`src/rtl/sha256_wgen.sv`:
```
// sha256_wgen: SHA-256 message schedule; loads 16 words, then streams W[0..ROUNDS-1]
// with its round index through a single registered output slot.
module sha256_wgen #(
   parameter int ROUNDS    = 64,
   parameter int CNT_WIDTH = 6
) (
   input  logic                 CLK,
   input  logic                 rst_n,
   input  logic                 start,
   input  logic [31:0]          in_word,
   input  logic                 in_valid,
   output logic                 in_ready,
   output logic [31:0]          w_out,
   output logic [CNT_WIDTH-1:0] w_t,
   output logic                 w_valid,
   input  logic                 w_ready,
   output logic                 busy,
   output logic                 done
);
   localparam logic [1:0] S_IDLE  = 2'd0;
   localparam logic [1:0] S_LOAD  = 2'd1;
   localparam logic [1:0] S_CALC  = 2'd2;
   localparam logic [1:0] S_DRAIN = 2'd3;
   localparam logic [CNT_WIDTH-1:0] T_LAST  = CNT_WIDTH'(ROUNDS - 1);
   localparam logic [CNT_WIDTH-1:0] T_LOADED = CNT_WIDTH'(15);

   logic [1:0]           r_state;
   logic [CNT_WIDTH-1:0] r_t;
   logic [31:0]          r_m [16];
   logic [31:0]          r_w;
   logic [CNT_WIDTH-1:0] r_wt;
   logic                 r_valid;
   logic                 r_done;
   logic                 w_free;
   logic                 w_load;
   logic                 w_push;
   logic [31:0]          w_s0;
   logic [31:0]          w_s1;
   logic [31:0]          w_new;

   function automatic logic [31:0] ror(input logic [31:0] x, input int n);
      return (x >> n) | (x << (32 - n));
   endfunction

   // r_m[15] is W[t-1], so taps 14/9/1/0 are W[t-2], W[t-7], W[t-15], W[t-16]
   assign w_s0   = ror(r_m[1], 7) ^ ror(r_m[1], 18) ^ (r_m[1] >> 3);
   assign w_s1   = ror(r_m[14], 17) ^ ror(r_m[14], 19) ^ (r_m[14] >> 10);
   assign w_free = !r_valid || w_ready;
   assign w_load = (r_state == S_LOAD) && in_valid && w_free;
   assign w_push = w_load || ((r_state == S_CALC) && w_free);
   assign w_new  = w_load ? in_word : w_s1 + r_m[9] + w_s0 + r_m[0];

   assign in_ready = (r_state == S_LOAD) && w_free;
   assign busy     = (r_state == S_LOAD) || (r_state == S_CALC);
   assign w_out    = r_w;
   assign w_t      = r_wt;
   assign w_valid  = r_valid;
   assign done     = r_done;

   always_ff @(posedge CLK or negedge rst_n) begin
      if (!rst_n) begin
         r_state <= S_IDLE;
         r_t     <= '0;
         r_w     <= '0;
         r_wt    <= '0;
         r_valid <= 1'b0;
         r_done  <= 1'b0;
         for (int i = 0; i < 16; i++) r_m[i] <= '0;
      end else begin
         r_done <= 1'b0;
         if (w_push) begin
            r_w     <= w_new;
            r_wt    <= r_t;
            r_valid <= 1'b1;
            for (int i = 0; i < 15; i++) r_m[i] <= r_m[i+1];
            r_m[15] <= w_new;
            r_t     <= (r_t == T_LAST) ? r_t : r_t + 1'b1;
         end else if (w_ready) begin
            r_valid <= 1'b0;
         end
         if (r_state == S_IDLE && start) begin
            r_state <= S_LOAD;
            r_t     <= '0;
         end
         if (w_load && r_t == T_LOADED) r_state <= S_CALC;
         if (w_push && r_state == S_CALC && r_t == T_LAST) r_state <= S_DRAIN;
         if (r_state == S_DRAIN && r_valid && w_ready) begin
            r_state <= S_IDLE;
            r_done  <= 1'b1;
         end
      end
   end
endmodule

```
`config.mk`:
```
export PLATFORM = sky130hd
export DESIGN_NAME = sha256_wgen
export DESIGN_NICKNAME = d
export VERILOG_FILES = /design/src/rtl/sha256_wgen.sv
export SDC_FILE = /design/constraint.sdc
export NUM_CORES = 1
export LEC_CHECK = 0
export BUFFER_PORTS_ARGS = -buffer_cell sky130_fd_sc_hd__buf_4
export CAP_MARGIN = 10
export CORE_UTILIZATION = 65
export CTS_BUF_LIST = sky130_fd_sc_hd__clkbuf_16
export DETAILED_ROUTE_END_ITERATION = 6
export HOLD_SLACK_MARGIN = 0.15
export PLACE_DENSITY = 0.84
export SLEW_MARGIN = 20
export SYNTH_ARGS = -nofsm -noshare
export SYNTH_HDL_FRONTEND = slang
export SYNTH_SLANG_ARGS = --single-unit
export TNS_END_PERCENT = 1
```
`constraint.sdc`:
```
create_clock -name CLK -period 8.6 [get_ports CLK]
set_input_delay 0.86 -clock CLK [delete_from_list [all_inputs] [get_ports CLK]]
set_output_delay 0.86 -clock CLK [all_outputs]
set_load 0.02 [all_outputs]
```
==> impl_results.html, run 1 <==
<table>
<tr><th>Metric</th><th>Value</th></tr>
<tr><th colspan="2">Run status</th></tr>
<tr><td>Run status</td><td>complete, but fails checks</td></tr>
<tr><td>Violations in the final reports</td><td>design-rule violations</td></tr>
<tr><th colspan="2">Synth</th></tr>
<tr><td>Avg Cell Area, Syn</td><td>8.85 um2</td></tr>
<tr><td>Synthesized instance count</td><td>2,792</td></tr>
<tr><td>Post-synth EDFFs</td><td>0</td></tr>
<tr><td>Asr flop ratio synth</td><td>100%</td></tr>
<tr><td>Combined area of all synthesized cells</td><td>24,700 um2</td></tr>
<tr><td>Number of warnings printed during yosys synthesis</td><td>0</td></tr>
<tr><td>Netlist cell types</td><td>66</td></tr>
<tr><td>Number of nets in the synthesized netlist</td><td>2,927</td></tr>
<tr><td>Portion of the post-synthesis area used by sequential elements</td><td>53.5%</td></tr>
<tr><td>Synth Register Bits</td><td>528</td></tr>
<tr><td>Dominant register cell in the synthesized netlist</td><td>dfrtp_1</td></tr>
<tr><th colspan="2">Global route</th></tr>
<tr><td>Wire length of the first global-routing pass</td><td>94,600 um</td></tr>
<tr><td>Pin count of the biggest net entering global routing</td><td>261</td></tr>
<tr><td>Final global-route overflow total</td><td>0</td></tr>
<tr><td>Global routing usage summed across all routing layers</td><td>31.2%</td></tr>
<tr><td>Number of antenna violations at the first check in global routing</td><td>0</td></tr>
<tr><td>Via count of the first global-routing pass</td><td>17,800</td></tr>
<tr><th colspan="2">Die</th></tr>
<tr><td>Num rows</td><td>71</td></tr>
<tr><td>Placeable core region</td><td>37,500 um2</td></tr>
<tr><td>Die boundary width</td><td>197 um</td></tr>
<tr><td>Die Height</td><td>197 um</td></tr>
<tr><td>I/O pin cnt</td><td>79</td></tr>
<tr><td>Effective utilization at floorplan</td><td>65.9%</td></tr>
<tr><td>Die area</td><td>38,800 um2</td></tr>
<tr><th colspan="2">Layout</th></tr>
<tr><td>Area growth syn-to-layout</td><td>8.34%</td></tr>
<tr><td>Count of nets after finishing</td><td>2,868</td></tr>
<tr><td>Final cell count without fillers</td><td>3,285</td></tr>
<tr><td>Most frequent cells in the layout</td><td>nand2_1 (1,330), dfrtp_1 (528), inv_1 (145)</td></tr>
<tr><td>Fraction of final layout cells sized beyond drive strength 1</td><td>6.27%</td></tr>
<tr><td>Ant diodes</td><td>0</td></tr>
<tr><td>Most common cell after layout, fill and taps aside</td><td>nand2_1</td></tr>
<tr><td>Final standard cell area without fillers</td><td>26,800 um2</td></tr>
<tr><th colspan="2">Timing</th></tr>
<tr><td>Final setup viols</td><td>0</td></tr>
<tr><td>Pins over their slew limit</td><td>0</td></tr>
<tr><td>Post-route setup TNS</td><td>0 ns</td></tr>
<tr><td>Worst slew margin relative to its limit</td><td>19.3%</td></tr>
<tr><td>RSZ-0062 raised after global routing</td><td>false</td></tr>
<tr><td>Final Hold Fails</td><td>0</td></tr>
<tr><td>Final critical-path share of the clock period</td><td>51.1%</td></tr>
<tr><td>Slew @ Worst Pin</td><td>1.21 ns</td></tr>
<tr><td>Period minus WS final</td><td>4.39 ns</td></tr>
<tr><td>Worst Clk Skew</td><td>0.0202 ns</td></tr>
<tr><td>Top achievable clock speed</td><td>228 MHz</td></tr>
<tr><th colspan="2">CTS</th></tr>
<tr><td>Buffer type at the clock tree root</td><td>clkbuf_16</td></tr>
<tr><td>Clock sinks</td><td>528</td></tr>
<tr><td>Clock buffer depth</td><td>3</td></tr>
<tr><td>Htree depth</td><td>2</td></tr>
<tr><td>Num CTS Buffers</td><td>52</td></tr>
<tr><td>Cts-stage hold buffer count</td><td>0</td></tr>
<tr><td>Clock transition at path regs</td><td>0.07 ns</td></tr>
<tr><td>Number of buffers added for setup after CTS</td><td>0</td></tr>
<tr><td>Worst skew pair latency</td><td>0.60 ns</td></tr>
<tr><td>Post_cts resized</td><td>0</td></tr>
<tr><td>TritonCTS clock tree</td><td>yes</td></tr>
<tr><th colspan="2">Place</th></tr>
<tr><td>IO Port Bufs</td><td>78</td></tr>
<tr><td>HPWL after detailed placement</td><td>38,000 um</td></tr>
<tr><td>Placer congestion estimate</td><td>0.950</td></tr>
<tr><td>Instance area at placement</td><td>25,100 um2</td></tr>
<tr><td>DP Cell Count</td><td>3,189</td></tr>
<tr><th colspan="2">Worst hold path</th></tr>
<tr><td>Worst Hold Class</td><td>primary input to async pin</td></tr>
<tr><th colspan="2">Drt</th></tr>
<tr><td>TritonRoute pass-1 iters</td><td>7</td></tr>
<tr><td>Total routed wirelength</td><td>57,700 um</td></tr>
<tr><td>Antenna Violating Nets Remaining</td><td>0</td></tr>
<tr><td>First-iteration detailed-routing DRC count</td><td>1,629</td></tr>
<tr><td>DR DRC count</td><td>2</td></tr>
<tr><td>Avg Vias per Cell</td><td>5.53</td></tr>
<tr><td>Via count</td><td>18,200</td></tr>
<tr><td>Average detailed-routed wire length per instance</td><td>17.6 um</td></tr>
<tr><th colspan="2">Setup path</th></tr>
<tr><td>WS Path Type</td><td>flip-flop to flip-flop</td></tr>
<tr><td>Critical path capture point type</td><td>flip-flop</td></tr>
<tr><td>Worst-path fanout max</td><td>5</td></tr>
<tr><td>CP Data Arrival Time</td><td>4.87 ns</td></tr>
<tr><td>Data required time of the critical path</td><td>9.08 ns</td></tr>
<tr><td>Setup crit start kind</td><td>flip-flop</td></tr>
<tr><th colspan="2">Run</th></tr>
<tr><td>Maximum Capacitance Violations</td><td>0</td></tr>
</table>
[registers in the layout, indices dropped and copies added (netlist names)]
signal / count
done: 1
r_m: 480
r_state: 2
r_t: 6
w_out: 32
w_t: 6
w_valid: 1
[cell families (layout without fill, tap and decap cells)]
| group | count (synthesis) | after routing | share of synthesized area [%] |
|---|---|---|---|
| mux | 9 | 9 | 0.365 |
| fa+ha+maj | 98 | 98 | 6.85 |
| compound gates | 254 | 254 | 6.17 |
| buf+inv | 332 | 314 | 5.76 |
| simple gates | 1432 | 1432 | 22.4 |
| flops | 528 | 528 | 53.5 |
| xor+xnor | 139 | 139 | 4.93 |
[metal layers]
layer	share of wire [%]	wire length, um	global-route usage, %
met3	6.7	3840	5.66
met4	2.7	1570	9.53
met2	47	26900	48.2
met1	44	25400	45.6
met5	0	0	0
[cell type report]
class | count | area (um2)
clock inverters | 43 | 283
inverters | 130 | 488
fillers | 2763 | 10700
repair buffers | 89 | 753
clock buffers | 52 | 1300
well taps | 511 | 639
flip-flops and latches | 528 | 13200
multi-input cells | 1932 | 10100
[worst paths after layout]
kind	end	start	depth (start not counted)	slack [ns]
min in group CLK	r_m[298]	r_m[266]	2	0.46
max	w_out[23]	r_m[452]	15	4.21
max in group asynchronous	r_m[124]	rst_n	3	6.65
min reg2reg	r_m[298]	r_m[266]	2	0.46
max reg2reg	w_out[23]	r_m[452]	15	4.21
min	r_m[394]	rst_n	1	0.22
[cell usage after synthesis (11+ instances only)]
master / count / area share, %
dfrtp_1: 528 / 53
clkbuf_1: 120 / 1.8
o21ai_0: 120 / 2.4
inv_1: 130 / 2.0
xnor2_1: 76 / 2.7
nor3_1: 11 / 0.22
buf_1: 15 / 0.23
a21oi_1: 51 / 1.0
ha_1: 36 / 1.8
fa_1: 62 / 5.0
xor2_1: 63 / 2.2
buf_2: 33 / 0.67
nor2_1: 38 / 0.58
nand2_1: 1330 / 20
buf_4: 32 / 0.97
[critical path, stage by stage (launching register included)]
cell and delay [ns]:
dfrtp_1 0.45, xor2_1 0.20, xnor2_1 0.28, fa_1 0.50, fa_1 0.49, inv_1 0.08, ha_1 0.16, inv_1 0.06
fa_1 0.37, and2b_1 0.24, o2111ai_1 0.21, a311oi_2 0.36, o21bai_1 0.23, a21boi_0 0.32, mux2i_1 0.25, nand2_1 0.07
[metrics by stage]
stage	setup slack, ns	hold slack, ns	utilization, %
detailed placement	4.33	0.449	67.1
floorplan	4.78	0.439	-
finish	4.21	0.224	71.4
global placement	4.41	0.447	67.1
CTS	4.31	0.448	71.3
global route	4.03	0.273	71.4
Power of run 1 is left out: the tool's default activity adds up to more than one toggle a clock period on the data nets, which glitch-free logic cannot reach.
==> run 2: changes to the inputs <==
--- a/config.mk
+++ b/config.mk
@@ -7,11 +7,11 @@
 export LEC_CHECK = 0
 export BUFFER_PORTS_ARGS = -buffer_cell sky130_fd_sc_hd__buf_4
 export CAP_MARGIN = 10
-export CORE_UTILIZATION = 65
+export CORE_UTILIZATION = 56
 export CTS_BUF_LIST = sky130_fd_sc_hd__clkbuf_16
 export DETAILED_ROUTE_END_ITERATION = 6
 export HOLD_SLACK_MARGIN = 0.15
-export PLACE_DENSITY = 0.84
+export PLACE_DENSITY = 0.77
 export SLEW_MARGIN = 20
 export SYNTH_ARGS = -nofsm -noshare
 export SYNTH_HDL_FRONTEND = slang
==> constraint.sdc (replaced) <==
create_clock -name CLK -period 3.92 [get_ports CLK]
set_input_delay 0.392 -clock CLK [delete_from_list [all_inputs] [get_ports CLK]]
set_output_delay 0.392 -clock CLK [all_outputs]
set_load 0.02 [all_outputs]
==> impl_results.html, run 2 (synthesis results as in run 1) <==
<table>
<tr><th>Metric</th><th>Value</th></tr>
<tr><th colspan="2">Drt</th></tr>
<tr><td>Antenna Violating Nets Remaining</td><td>0 (unchanged)</td></tr>
<tr><td>First-iteration detailed-routing DRC count</td><td>1,560 (was 1,629)</td></tr>
<tr><td>Via count</td><td>18,200 (about the same)</td></tr>
<tr><td>DR DRC count</td><td>0 (was 2)</td></tr>
<tr><td>Total routed wirelength</td><td>59,700 um (was 57,700 um)</td></tr>
<tr><td>Average detailed-routed wire length per instance</td><td>17.2 um (was 17.6 um)</td></tr>
<tr><td>Avg Vias per Cell</td><td>5.24 (was 5.53)</td></tr>
<tr><td>TritonRoute pass-1 iters</td><td>5 (was 7)</td></tr>
<tr><th colspan="2">CTS</th></tr>
<tr><td>Clock transition at path regs</td><td>0.06 ns (was 0.07 ns)</td></tr>
<tr><td>Htree depth</td><td>2 (unchanged)</td></tr>
<tr><td>Worst skew pair latency</td><td>0.60 ns (about the same)</td></tr>
<tr><td>TritonCTS clock tree</td><td>yes (unchanged)</td></tr>
<tr><td>Buffer type at the clock tree root</td><td>clkbuf_16 (unchanged)</td></tr>
<tr><td>Num CTS Buffers</td><td>53 (was 52)</td></tr>
<tr><td>Clock buffer depth</td><td>3 (unchanged)</td></tr>
<tr><td>Clock sinks</td><td>528 (unchanged)</td></tr>
<tr><th colspan="2">Global route</th></tr>
<tr><td>Final global-route overflow total</td><td>0 (unchanged)</td></tr>
<tr><td>Number of antenna violations at the first check in global routing</td><td>0 (unchanged)</td></tr>
<tr><td>Pin count of the biggest net entering global routing</td><td>223 (was 261)</td></tr>
<tr><td>Global routing usage summed across all routing layers</td><td>27.9% (was 31.2%)</td></tr>
<tr><td>Global routing's busiest layer</td><td>met2 (unchanged)</td></tr>
<tr><td>Global-route track usage on met3</td><td>4.46% (was 5.66%)</td></tr>
<tr><td>Via count of the first global-routing pass</td><td>18,400 (was 17,800)</td></tr>
<tr><td>Wire length of the first global-routing pass</td><td>97,300 um (was 94,600 um)</td></tr>
<tr><td>Met1 routing resource usage after global routing</td><td>40.6% (was 45.6%)</td></tr>
<tr><td>Met2 track demand over resource</td><td>43.2% (was 48.2%)</td></tr>
<tr><th colspan="2">Run status</th></tr>
<tr><td>Violations in the final reports</td><td>negative setup slack (was design-rule violations)</td></tr>
<tr><td>Run status</td><td>complete, but fails checks (unchanged)</td></tr>
<tr><th colspan="2">Timing</th></tr>
<tr><td>RSZ-0062 raised after global routing</td><td>true (was false)</td></tr>
<tr><td>Worst slew margin relative to its limit</td><td>30.3% (was 19.3%)</td></tr>
<tr><td>Final Hold Fails</td><td>0 (unchanged)</td></tr>
<tr><td>Worst Clk Skew</td><td>0.0248 ns (was 0.0202 ns)</td></tr>
<tr><td>Period minus WS final</td><td>3.96 ns (was 4.39 ns)</td></tr>
<tr><td>Pins over their slew limit</td><td>0 (unchanged)</td></tr>
<tr><td>Final setup viols</td><td>3 (was 0)</td></tr>
<tr><td>Top achievable clock speed</td><td>252 MHz (was 228 MHz)</td></tr>
<tr><td>Slew @ Worst Pin</td><td>1.05 ns (was 1.21 ns)</td></tr>
<tr><td>Slack of the critical path</td><td>-0.0423 ns (was 4.21 ns)</td></tr>
<tr><td>Final critical-path share of the clock period</td><td>101% (was 51.1%)</td></tr>
<tr><th colspan="2">Layout</th></tr>
<tr><td>Count of nets after finishing</td><td>2,989 (was 2,868)</td></tr>
<tr><td>Footprint of the multi-input gates</td><td>10,400 um2 (was 10,100 um2)</td></tr>
<tr><td>Most flop-heavy register</td><td>r_m (unchanged)</td></tr>
<tr><td>Ant diodes</td><td>0 (unchanged)</td></tr>
<tr><td>Flip-flop and latch area</td><td>13,200 um2 (about the same)</td></tr>
<tr><td>Final standard cell area without fillers</td><td>28,300 um2 (was 26,800 um2)</td></tr>
<tr><td>Area growth syn-to-layout</td><td>14.5% (was 8.34%)</td></tr>
<tr><td>Number of filler instances in the final layout</td><td>3,433 (was 2,763)</td></tr>
<tr><td>Number of flip-flops in the largest register</td><td>480 (unchanged)</td></tr>
<tr><td>Most frequent cells in the layout</td><td>nand2_1 (1,330), dfrtp_1 (525), buf_4 (167) (was nand2_1 (1,330), dfrtp_1 (528), inv_1 (145))</td></tr>
<tr><td>Most common cell after layout, fill and taps aside</td><td>nand2_1 (unchanged)</td></tr>
<tr><td>Fraction of final layout cells sized beyond drive strength 1</td><td>11.2% (was 6.27%)</td></tr>
<tr><th colspan="2">Place</th></tr>
<tr><td>Instance area at placement</td><td>25,900 um2 (was 25,100 um2)</td></tr>
<tr><td>HPWL after detailed placement</td><td>40,500 um (was 38,000 um)</td></tr>
<tr><td>Placer congestion estimate</td><td>0.919 (was 0.950)</td></tr>
<tr><td>IO Port Bufs</td><td>78 (unchanged)</td></tr>
<tr><th colspan="2">Die</th></tr>
<tr><td>Num rows</td><td>76 (was 71)</td></tr>
<tr><td>Die boundary width</td><td>212 um (was 197 um)</td></tr>
<tr><td>Die Height</td><td>212 um (was 197 um)</td></tr>
<tr><td>Effective utilization at floorplan</td><td>57.1% (was 65.9%)</td></tr>
<tr><td>Die area</td><td>45,000 um2 (was 38,800 um2)</td></tr>
<tr><td>Placeable core region</td><td>43,300 um2 (was 37,500 um2)</td></tr>
<tr><td>I/O pin cnt</td><td>79 (unchanged)</td></tr>
<tr><th colspan="2">Setup path</th></tr>
<tr><td>Data required time of the critical path</td><td>4.42 ns (was 9.08 ns)</td></tr>
<tr><td>Setup crit start kind</td><td>flip-flop (unchanged)</td></tr>
<tr><td>CP Data Arrival Time</td><td>4.46 ns (was 4.87 ns)</td></tr>
<tr><td>WS Path Type</td><td>flip-flop to flip-flop (unchanged)</td></tr>
<tr><td>Critical path origin</td><td>r_m[452] (unchanged)</td></tr>
<tr><td>Delay of the slowest cell on the worst path</td><td>0.49 ns (was 0.50 ns)</td></tr>
<tr><td>Critical Path, Cell by Cell</td><td>xor2_2 -&gt; xnor2_2 -&gt; fa_1 -&gt; fa_1 -&gt; inv_1 -&gt; ha_2 -&gt; inv_2 -&gt; fa_2 -&gt; and2b_2 -&gt; o2111ai_4 -&gt; a311oi_2 -&gt; o21bai_2 -&gt; and2_4 -&gt; o311a_1 -&gt; o21ai_1 (was xor2_1 -&gt; xnor2_1 -&gt; fa_1 -&gt; fa_1 -&gt; inv_1 -&gt; ha_1 -&gt; inv_1 -&gt; fa_1 -&gt; and2b_1 -&gt; o2111ai_1 -&gt; a311oi_2 -&gt; o21bai_1 -&gt; a21boi_0 -&gt; mux2i_1 -&gt; nand2_1)</td></tr>
<tr><td>Worst-path fanout max</td><td>3 (was 5)</td></tr>
<tr><td>Critical-path cell with the highest stage delay</td><td>fa_1 (unchanged)</td></tr>
<tr><td>Launching point of the worst reg2reg path</td><td>r_m[452] (unchanged)</td></tr>
<tr><td>Worst path most repeated cell</td><td>fa_1 (unchanged)</td></tr>
<tr><td>Critical path capture point type</td><td>flip-flop (unchanged)</td></tr>
<tr><th colspan="2">Worst hold path</th></tr>
<tr><td>Startpoint of the worst hold path</td><td>in_word[28]</td></tr>
<tr><td>Worst Hold Class</td><td>primary input to flip-flop (was primary input to async pin)</td></tr>
<tr><th colspan="2">Run</th></tr>
<tr><td>Maximum Capacitance Violations</td><td>0 (unchanged)</td></tr>
</table>
## run 2: path summary, 6_finish.rpt
kind	end	slack, ns	cells after the start
max in group asynchronous	r_m[304]	2.34	3
min	w_out[28]	0.18	5
min reg2reg	r_m[316]	0.45	2
max reg2reg	w_out[27]	-0.04	15
max	w_out[27]	-0.04	15
min in group asynchronous	r_m[276]	0.42	2
## run 2: cell type report
| cell class | count | area share (%) |
|---|---|---|
| sequential | 528 | 46.8 |
| multi-input combinational | 1932 | 36.8 |
| timing repair buffer | 209 | 6.30 |
| clock buffer | 54 | 4.78 |
| tap | 585 | 2.59 |
| inverter | 130 | 1.73 |
| clock inverter | 41 | 1.01 |
## run 2: worst max-delay path, delay by kind of cell (launching register included)
kind	cells	cell delay, ns
AND/OR/NAND/NOR	2	0.43
flip-flops	1	0.41
buffers and inverters	2	0.11
XOR/XNOR	2	0.37
AO/OA/AOI/OAI	5	1.05
adder cells (fa/ha/maj)	4	1.48
## run 2: through the flow
| stage | hold WS (ns) | utilization (%) | setup WS (ns) | instances | setup TNS (ns) |
|---|---|---|---|---|---|
| finish | 0.177 | 65.3 | -0.0423 | 3479 | -0.0602 |
| global route | 0.194 | 65.3 | -0.176 | 3479 | -1.81 |
| CTS | 0.159 | 64.5 | -0.0816 | 3470 | -0.250 |
| detailed placement | 0.447 | 59.9 | -0.166 | 3345 | -0.896 |
| global placement | 0.445 | 59.9 | -0.0934 | 3345 | -0.283 |
| floorplan | 0.0964 | - | 0.100 | 2792 | 0 |
## run 2: repair_timing
| item | CTS | global route |
|---|---|---|
| cloned | 0 | 0 |
| hold endpoints to repair | 108 | 0 |
| pin swaps | 16 | 39 |
| setup endpoints to repair | 18 | 23 |
| hold buffers | 29 | 0 |
| gates resized for setup | 15 | 50 |
| setup buffers | 1 | 9 |
## run 2: layer usage
| layer | vias to the layer above | wire (um) |
|---|---|---|
| met5 | - | 0 |
| met3 | 99 | 3420 |
| met1 | 8957 | 27100 |
| met2 | 466 | 27400 |
| met4 | 0 | 1700 |
| li1 | 8722 | - |
Power of run 2 is left out for the same reason.
